--- config.mk ---
export PLATFORM = sky130hd
export DESIGN_NAME = iso7816_exchange_sequencer
export DESIGN_NICKNAME = d
export VERILOG_FILES = /design/src/rtl/iso7816_pkg.sv /design/src/rtl/iso7816_down_counter.sv /design/src/rtl/iso7816_exchange_sequencer.sv
export SDC_FILE = /design/constraint.sdc
export NUM_CORES = 1
export LEC_CHECK = 0
export CAP_MARGIN = 20
export CORE_MARGIN = 4
export CORE_UTILIZATION = 50
export CTS_CLUSTER_SIZE = 14
export DETAILED_ROUTE_END_ITERATION = 7
export PLACE_DENSITY = 0.76
export SLEW_MARGIN = 10
export SYNTH_ARGS = -nofsm -noshare
export SYNTH_HDL_FRONTEND = slang
export SYNTH_SLANG_ARGS = --single-unit
--- constraint.sdc ---
create_clock -name clk -period 7 [get_ports clk]
set_input_delay 0.7 -clock clk [delete_from_list [all_inputs] [get_ports clk]]
set_output_delay 0.7 -clock clk [all_outputs]
set_load 0.005 [all_outputs]
--- src/rtl/iso7816_pkg.sv ---
// Shared definitions for the ISO7816 exchange sequencer: state encoding and default widths.
package iso7816_pkg;

  localparam int DEFAULT_WT_WIDTH    = 24;
  localparam int DEFAULT_GUARD_WIDTH = 16;

  typedef enum logic [2:0] {
    ST_IDLE     = 3'd0,
    ST_TX_LOAD  = 3'd1,
    ST_TX_RUN   = 3'd2,
    ST_TX_GUARD = 3'd3,
    ST_RX_WAIT  = 3'd4,
    ST_RX_ACK   = 3'd5,
    ST_DONE     = 3'd6
  } seqState_t;

endpackage

--- src/rtl/iso7816_down_counter.sv ---
// Loadable down counter that stops at zero; used for guard time and waiting time.
module iso7816_down_counter #(
  parameter int WIDTH = 16
) (
  input  logic             clk,
  input  logic             reset,
  input  logic             load,
  input  logic [WIDTH-1:0] loadValue,
  input  logic             enable,
  output logic [WIDTH-1:0] count,
  output logic             zero
);

  // load wins over enable so a reload and a count in the same cycle keep the reload value
  always_ff @(posedge clk or posedge reset) begin
    if (reset) begin
      count <= '0;
    end else if (load) begin
      count <= loadValue;
    end else if (enable && (count != '0)) begin
      count <= count - WIDTH'(1);
    end
  end

  assign zero = (count == '0);

endmodule

--- src/rtl/iso7816_exchange_sequencer.sv ---
// Sequences one half-duplex ISO7816 exchange: guarded byte transmission, line turnaround,
// then reception under a waiting-time limit.
module iso7816_exchange_sequencer
  import iso7816_pkg::*;
#(
  parameter int WT_WIDTH    = DEFAULT_WT_WIDTH,
  parameter int GUARD_WIDTH = DEFAULT_GUARD_WIDTH
) (
  input  logic                   clk,
  input  logic                   reset,
  input  logic                   cmdStart,
  input  logic [7:0]             cmdTxLen,
  input  logic [7:0]             cmdRxLen,
  input  logic [GUARD_WIDTH-1:0] guardCycles,
  input  logic [WT_WIDTH-1:0]    waitCycles,
  input  logic [7:0]             txByte,
  input  logic                   txByteValid,
  output logic                   txByteReady,
  output logic [7:0]             rxByte,
  output logic                   rxByteValid,
  output logic                   busy,
  output logic                   done,
  output logic                   timeout,
  output logic                   charError,
  output logic [7:0]             uartTxData,
  output logic                   uartStartTx,
  output logic                   uartAckFlags,
  input  logic                   uartTxRun,
  input  logic                   uartTxFull,
  input  logic [7:0]             uartRxData,
  input  logic                   uartRxReady,
  input  logic                   uartFrameErr,
  input  logic                   uartOverrun,
  input  logic                   uartRxStart
);

  seqState_t state, nextState;

  logic [7:0]             txLeft, rxLeft;
  logic [GUARD_WIDTH-1:0] guardLatched;
  logic [WT_WIDTH-1:0]    waitLatched;
  logic [7:0]             txDataReg, rxByteReg;
  logic                   startTxReg, timeoutReg, charErrorReg, txRunPrev;

  logic                   guardLoad, guardZero;
  logic [GUARD_WIDTH-1:0] guardCount;
  logic                   waitLoad, waitZero;
  logic [WT_WIDTH-1:0]    waitLoadValue, waitCount;

  logic txFire, txFall, rxEvent, timeoutHit;

  assign rxEvent    = uartRxReady | uartFrameErr | uartOverrun;
  assign txFire     = (state == ST_TX_LOAD) & txByteValid & ~uartTxFull & ~uartTxRun;
  assign txFall     = txRunPrev & ~uartTxRun;
  // an rx event or a start bit in the expiry cycle both beat the timeout
  assign timeoutHit = (state == ST_RX_WAIT) & ~rxEvent & ~uartRxStart & waitZero;

  always_comb begin
    nextState     = state;
    guardLoad     = 1'b0;
    waitLoad      = 1'b0;
    waitLoadValue = waitLatched;
    case (state)
      ST_IDLE: begin
        if (cmdStart) begin
          if (cmdTxLen != 8'd0) begin
            nextState = ST_TX_LOAD;
          end else if (cmdRxLen != 8'd0) begin
            nextState     = ST_RX_WAIT;
            waitLoad      = 1'b1;
            waitLoadValue = waitCycles;
          end else begin
            nextState = ST_DONE;
          end
        end
      end
      ST_TX_LOAD: begin
        if (txFire) nextState = ST_TX_RUN;
      end
      ST_TX_RUN: begin
        if (txFall) begin
          nextState = ST_TX_GUARD;
          guardLoad = 1'b1;
        end
      end
      ST_TX_GUARD: begin
        if (guardZero) begin
          if (txLeft != 8'd0) begin
            nextState = ST_TX_LOAD;
          end else if (rxLeft != 8'd0) begin
            nextState = ST_RX_WAIT;
            waitLoad  = 1'b1;
          end else begin
            nextState = ST_DONE;
          end
        end
      end
      ST_RX_WAIT: begin
        if (rxEvent) begin
          nextState = ST_RX_ACK;
        end else if (uartRxStart) begin
          waitLoad = 1'b1;
        end else if (waitZero) begin
          nextState = ST_DONE;
        end
      end
      ST_RX_ACK: begin
        if (rxLeft <= 8'd1) begin
          nextState = ST_DONE;
        end else begin
          nextState = ST_RX_WAIT;
          waitLoad  = 1'b1;
        end
      end
      ST_DONE: nextState = ST_IDLE;
      default: nextState = ST_IDLE;
    endcase
  end

  always_ff @(posedge clk or posedge reset) begin
    if (reset) begin
      state        <= ST_IDLE;
      txLeft       <= 8'd0;
      rxLeft       <= 8'd0;
      guardLatched <= '0;
      waitLatched  <= '0;
      txDataReg    <= 8'd0;
      rxByteReg    <= 8'd0;
      startTxReg   <= 1'b0;
      timeoutReg   <= 1'b0;
      charErrorReg <= 1'b0;
      txRunPrev    <= 1'b0;
    end else begin
      state      <= nextState;
      txRunPrev  <= uartTxRun;
      startTxReg <= txFire;
      if ((state == ST_IDLE) && cmdStart) begin
        txLeft       <= cmdTxLen;
        rxLeft       <= cmdRxLen;
        guardLatched <= guardCycles;
        waitLatched  <= waitCycles;
        timeoutReg   <= 1'b0;
        charErrorReg <= 1'b0;
      end
      if (txFire) begin
        txDataReg <= txByte;
        if (txLeft != 8'd0) txLeft <= txLeft - 8'd1;
      end
      if ((state == ST_RX_WAIT) && rxEvent) rxByteReg <= uartRxData;
      if (state == ST_RX_ACK) begin
        charErrorReg <= charErrorReg | uartFrameErr | uartOverrun;
        if (rxLeft != 8'd0) rxLeft <= rxLeft - 8'd1;
      end
      if (timeoutHit) timeoutReg <= 1'b1;
    end
  end

  iso7816_down_counter #(.WIDTH(GUARD_WIDTH)) guardCounter (
    .clk       (clk),
    .reset     (reset),
    .load      (guardLoad),
    .loadValue (guardLatched),
    .enable    (state == ST_TX_GUARD),
    .count     (guardCount),
    .zero      (guardZero)
  );

  iso7816_down_counter #(.WIDTH(WT_WIDTH)) waitCounter (
    .clk       (clk),
    .reset     (reset),
    .load      (waitLoad),
    .loadValue (waitLoadValue),
    .enable    (state == ST_RX_WAIT),
    .count     (waitCount),
    .zero      (waitZero)
  );

  // status outputs decode straight from the state register so reset clears them at once
  assign busy         = (state != ST_IDLE) && (state != ST_DONE);
  assign done         = (state == ST_DONE);
  assign rxByteValid  = (state == ST_RX_ACK);
  assign uartAckFlags = (state == ST_RX_ACK);
  assign txByteReady  = txFire;
  assign rxByte       = rxByteReg;
  assign uartTxData   = txDataReg;
  assign uartStartTx  = startTxReg;
  assign timeout      = timeoutReg;
  assign charError    = charErrorReg;

endmodule

==> metrics.md <==
| Metric | Value |
|---|---|
| Status | `complete, no violations` |
| Layout cells sized above 1 | `9.661%` |
| Max VDD drop | `0.0002030 V` |
| Slew HR | `31.35%` |
| CP max stage cell | `clkdlybuf4s50_1` |
| Max cap viols | `0` |
| CTS H-tree lvls | `4` |
| Cell area power density | `386.6 mW/mm^2` |
| Average wire per standard cell | `15.98 um` |
| Worst r2r src | `txLeft[0]` |
| Syn Std Cell Area | `0.006193 mm^2` |
| Synth Register Bits | `119` |
| Detailed Route WL | `14.93 mm` |
| WP buf/inv | `3` |
| CP Depth | `5` |
| Cell mode on critical path | `clkdlybuf4s50_1` |
| Clock buffer depth | `2` |
| First-pass GRT wire length | `24.95 mm` |
| Number of synthesized flops with an enable pin | `0` |
| Number of global-route vias before repair | `5287` |
| Final Util | `65.86%` |
| Crit-path cells | `clkdlybuf4s50_1 -> nor4b_1 -> nand3_1 -> inv_1 -> clkdlybuf4s50_1` |
| CTS Sinks | `119` |
| Crit path launch | `uartTxRun` |
| DIE WIDTH | `119.3 um` |
| CP Launch Type | `input pin` |
| Synth Area in Simple Gates | `23.27%` |
| FMAX | `0.2591 GHz` |
| Top cells by count, synth | `nand2_1, dfrtp_1, mux2i_1` |
| Fillcell total | `1003` |
| Compound-cell area share of the yosys netlist | `10.14%` |
| Placeable Area | `0.01206 mm^2` |
| DRC Markers | `0` |
| IO buf count | `105` |
| GRT Util Overall | `21.64%` |
| Leading cell type by number of instances after synthesis | `nand2_1` |
| Antenna violations before repair | `0` |
| HPWL Detailed | `10.32 mm` |
| Yosys cell types | `67` |
| Final number of hold-violating endpoints | `0` |
| Row count | `40` |
| Hold_sp | `waitLatched[18]` |
| Leak Pwr | `3.377 nW` |
| Worst-Margin Slew | `1.026 ns` |
| Seq/Total Area, Yosys | `48.08%` |
| Hold Buf Count CTS | `0` |
| Post-CTS sizing | `0` |
| Ys flop type | `dfrtp_1` |
| Die Area | `0.01423 mm^2` |
| DR iter-0 viols | `304` |
| Share of the synthesized area in the top cell type | `48.08%` |
| RSZ-0062 raised after global routing | `false` |
| Vias per Instance | `5.513` |
| Hold Path Class | `register to register` |
| Worst-skew pair later-pin latency | `0.41 ns` |
| DR pass1 iterations | `5` |
| Reg2reg path depth | `7` |
| Critical path's largest stage delay | `0.60 ns` |
| Synth area leader | `dfrtp_1` |
| Inserted Clock Buffers | `17` |
| Largest family of logic cells by synthesized area | `simple AND/OR/NAND/NOR gates` |
| Largest net degree at the start of global routing | `73` |
| Area delta synth->final | `28.26%` |
| Clock transition at path regs | `0.05 ns` |
| Vias | `5149` |
| Yosys warns | `0` |
| CTS tree | `yes` |
| Synth Instances | `648` |
| CP Data Arrival Time | `3.16 ns` |
| DRT antenna net count | `0` |
| Syn nets | `737` |
| XOR/XNOR Fraction of Synth Area | `3.818%` |
| Setup bufs post-CTS | `0` |
| Clock skew | `0.004370 ns` |
| Starting Density | `51.35%` |
| Adder-Cell Fraction of Synth Area | `1.414%` |
| Max Slew Vio Count | `0` |
| Fin nets | `842` |
| Crit path required time | `6.30 ns` |
| Post-synthesis mux area share | `9.939%` |
| Worst path top cell family by delay | `buffers and inverters` |
| Ports | `106` |
| Hold_ws | `0.4708 ns` |
| Nature of the critical path endpoint | `output pin` |
| Setup violators final | `0` |
| Synth async-reset ratio | `100.0%` |
| Crit path kind | `input pin to output pin` |
| Clk root buf | `clkbuf_16` |
| GPL Wtd Cong | `0.8666` |
| Grt total ovfl | `0` |
| Synthesized area per cell | `9.558 um^2` |
| Main area contributors after synthesis | `dfrtp_1, nand2_1, mux2i_1` |
| Setup_tns | `0 ns` |
| Tcrit/Tclk final | `55.13%` |
| Die height | `119.3 um` |
| Min Tclk post-route | `3.859 ns` |
| Worst Hold Depth | `2` |
| Diodes inserted | `0` |
| CP max FO | `17` |
## per-stage QoR
| stage | area, um^2 | power, W | setup slack, ns | instances |
|---|---|---|---|---|
| after detailed placement | 7386 | 0.002266 | 3.123 | 901 |
| after global routing | 7944 | 0.003290 | 2.911 | 934 |
| after global placement | 7386 | 0.002196 | 3.271 | 901 |
| after CTS | 7936 | 0.003096 | 3.121 | 933 |
| after floorplan | 6193 | 0.001889 | 3.143 | 648 |
| final | 7944 | 0.003071 | 3.141 | 934 |
## final cells by class
cell class	count	area, um^2	share of cell area (%)
Inverter	21	81.33	1.024
Clock buffer	21	470.5	5.922
Clock inverter	11	80.08	1.008
Sequential cell	119	2978	37.49
Timing Repair Buffer	112	1104	13.89
Tap cell	168	210.2	2.646
Multi-Input combinational cell	482	3020	38.02
## worst paths after layout
kind,endpoint,slack (ns)
min reg2reg,waitLatched[18],0.47
min,waitLatched[18],0.47
max in group asynchronous,waitLatched[10],4.95
max,txByteReady,3.14
min in group asynchronous,guardLatched[5],0.72
max reg2reg,waitCounter.count[1],4.11
## cells in the final DEF, fill, tap and decap left out, types with 4 or more instances in the layout
cell type,instances
a21oi_1,19
a221o_1,6
a22oi_1,4
buf_4,7
clkbuf_16,17
clkdlybuf4s50_1,105
clkinv_2,10
dfrtp_1,119
ha_1,7
inv_1,20
mux2_2,12
mux2i_1,48
nand2_1,182
nand2b_1,4
nand3_1,17
nand3b_1,6
nor2_1,33
nor3_1,11
nor3_2,4
nor4_1,10
o211ai_1,4
o21ai_0,13
o221a_2,5
or3_1,5
xnor2_1,13
xor2_1,14
## where the power goes
part / total [W] / switching, W / internal, W
Combinational: 0.000974 / 0.000484 / 0.000489
Sequential: 0.00129 / 0.000289 / 0.00100
Clock: 0.000807 / 0.000299 / 0.000508
## worst reg2reg max path, delay by kind of cell (launching register included)
kind	cells	cell delay, ns
simple gates	3	1.02
compound gates	1	0.84
flops	1	0.37
mux	1	0.30
fa+ha+maj	1	0.18
buf+inv	1	0.09
## kinds of logic after synthesis
family | after synthesis
fa+ha+maj | 7
flops | 119
mux | 60
compound gates | 84
buf+inv | 47
simple gates | 304
xor+xnor | 27
## state kept, by name (all words and copies together), names as in the netlist
| register | cells |
|---|---|
| charError | 1 |
| guardCounter.count | 16 |
| guardLatched | 16 |
| rxByte | 8 |
| rxLeft | 8 |
| state | 3 |
| timeout | 1 |
| txLeft | 8 |
| txRunPrev | 1 |
| uartStartTx | 1 |
| uartTxData | 8 |
| waitCounter.count | 24 |
| waitLatched | 24 |
## per-layer routing
| layer | part of all wire, % | global-route usage, % | up-vias | wire (um) |
|---|---|---|---|---|
| met5 | 0 | 0 | - | 0 |
| met4 | 1.5 | 7.516 | 0 | 230 |
| met3 | 5.6 | 6.030 | 23 | 830 |
| met2 | 49 | 36.03 | 154 | 7330 |
| met1 | 44 | 27.14 | 2492 | 6537 |
| li1 | - | - | 2480 | - |
No activity file was read; power rests on OpenSTA's default activity.
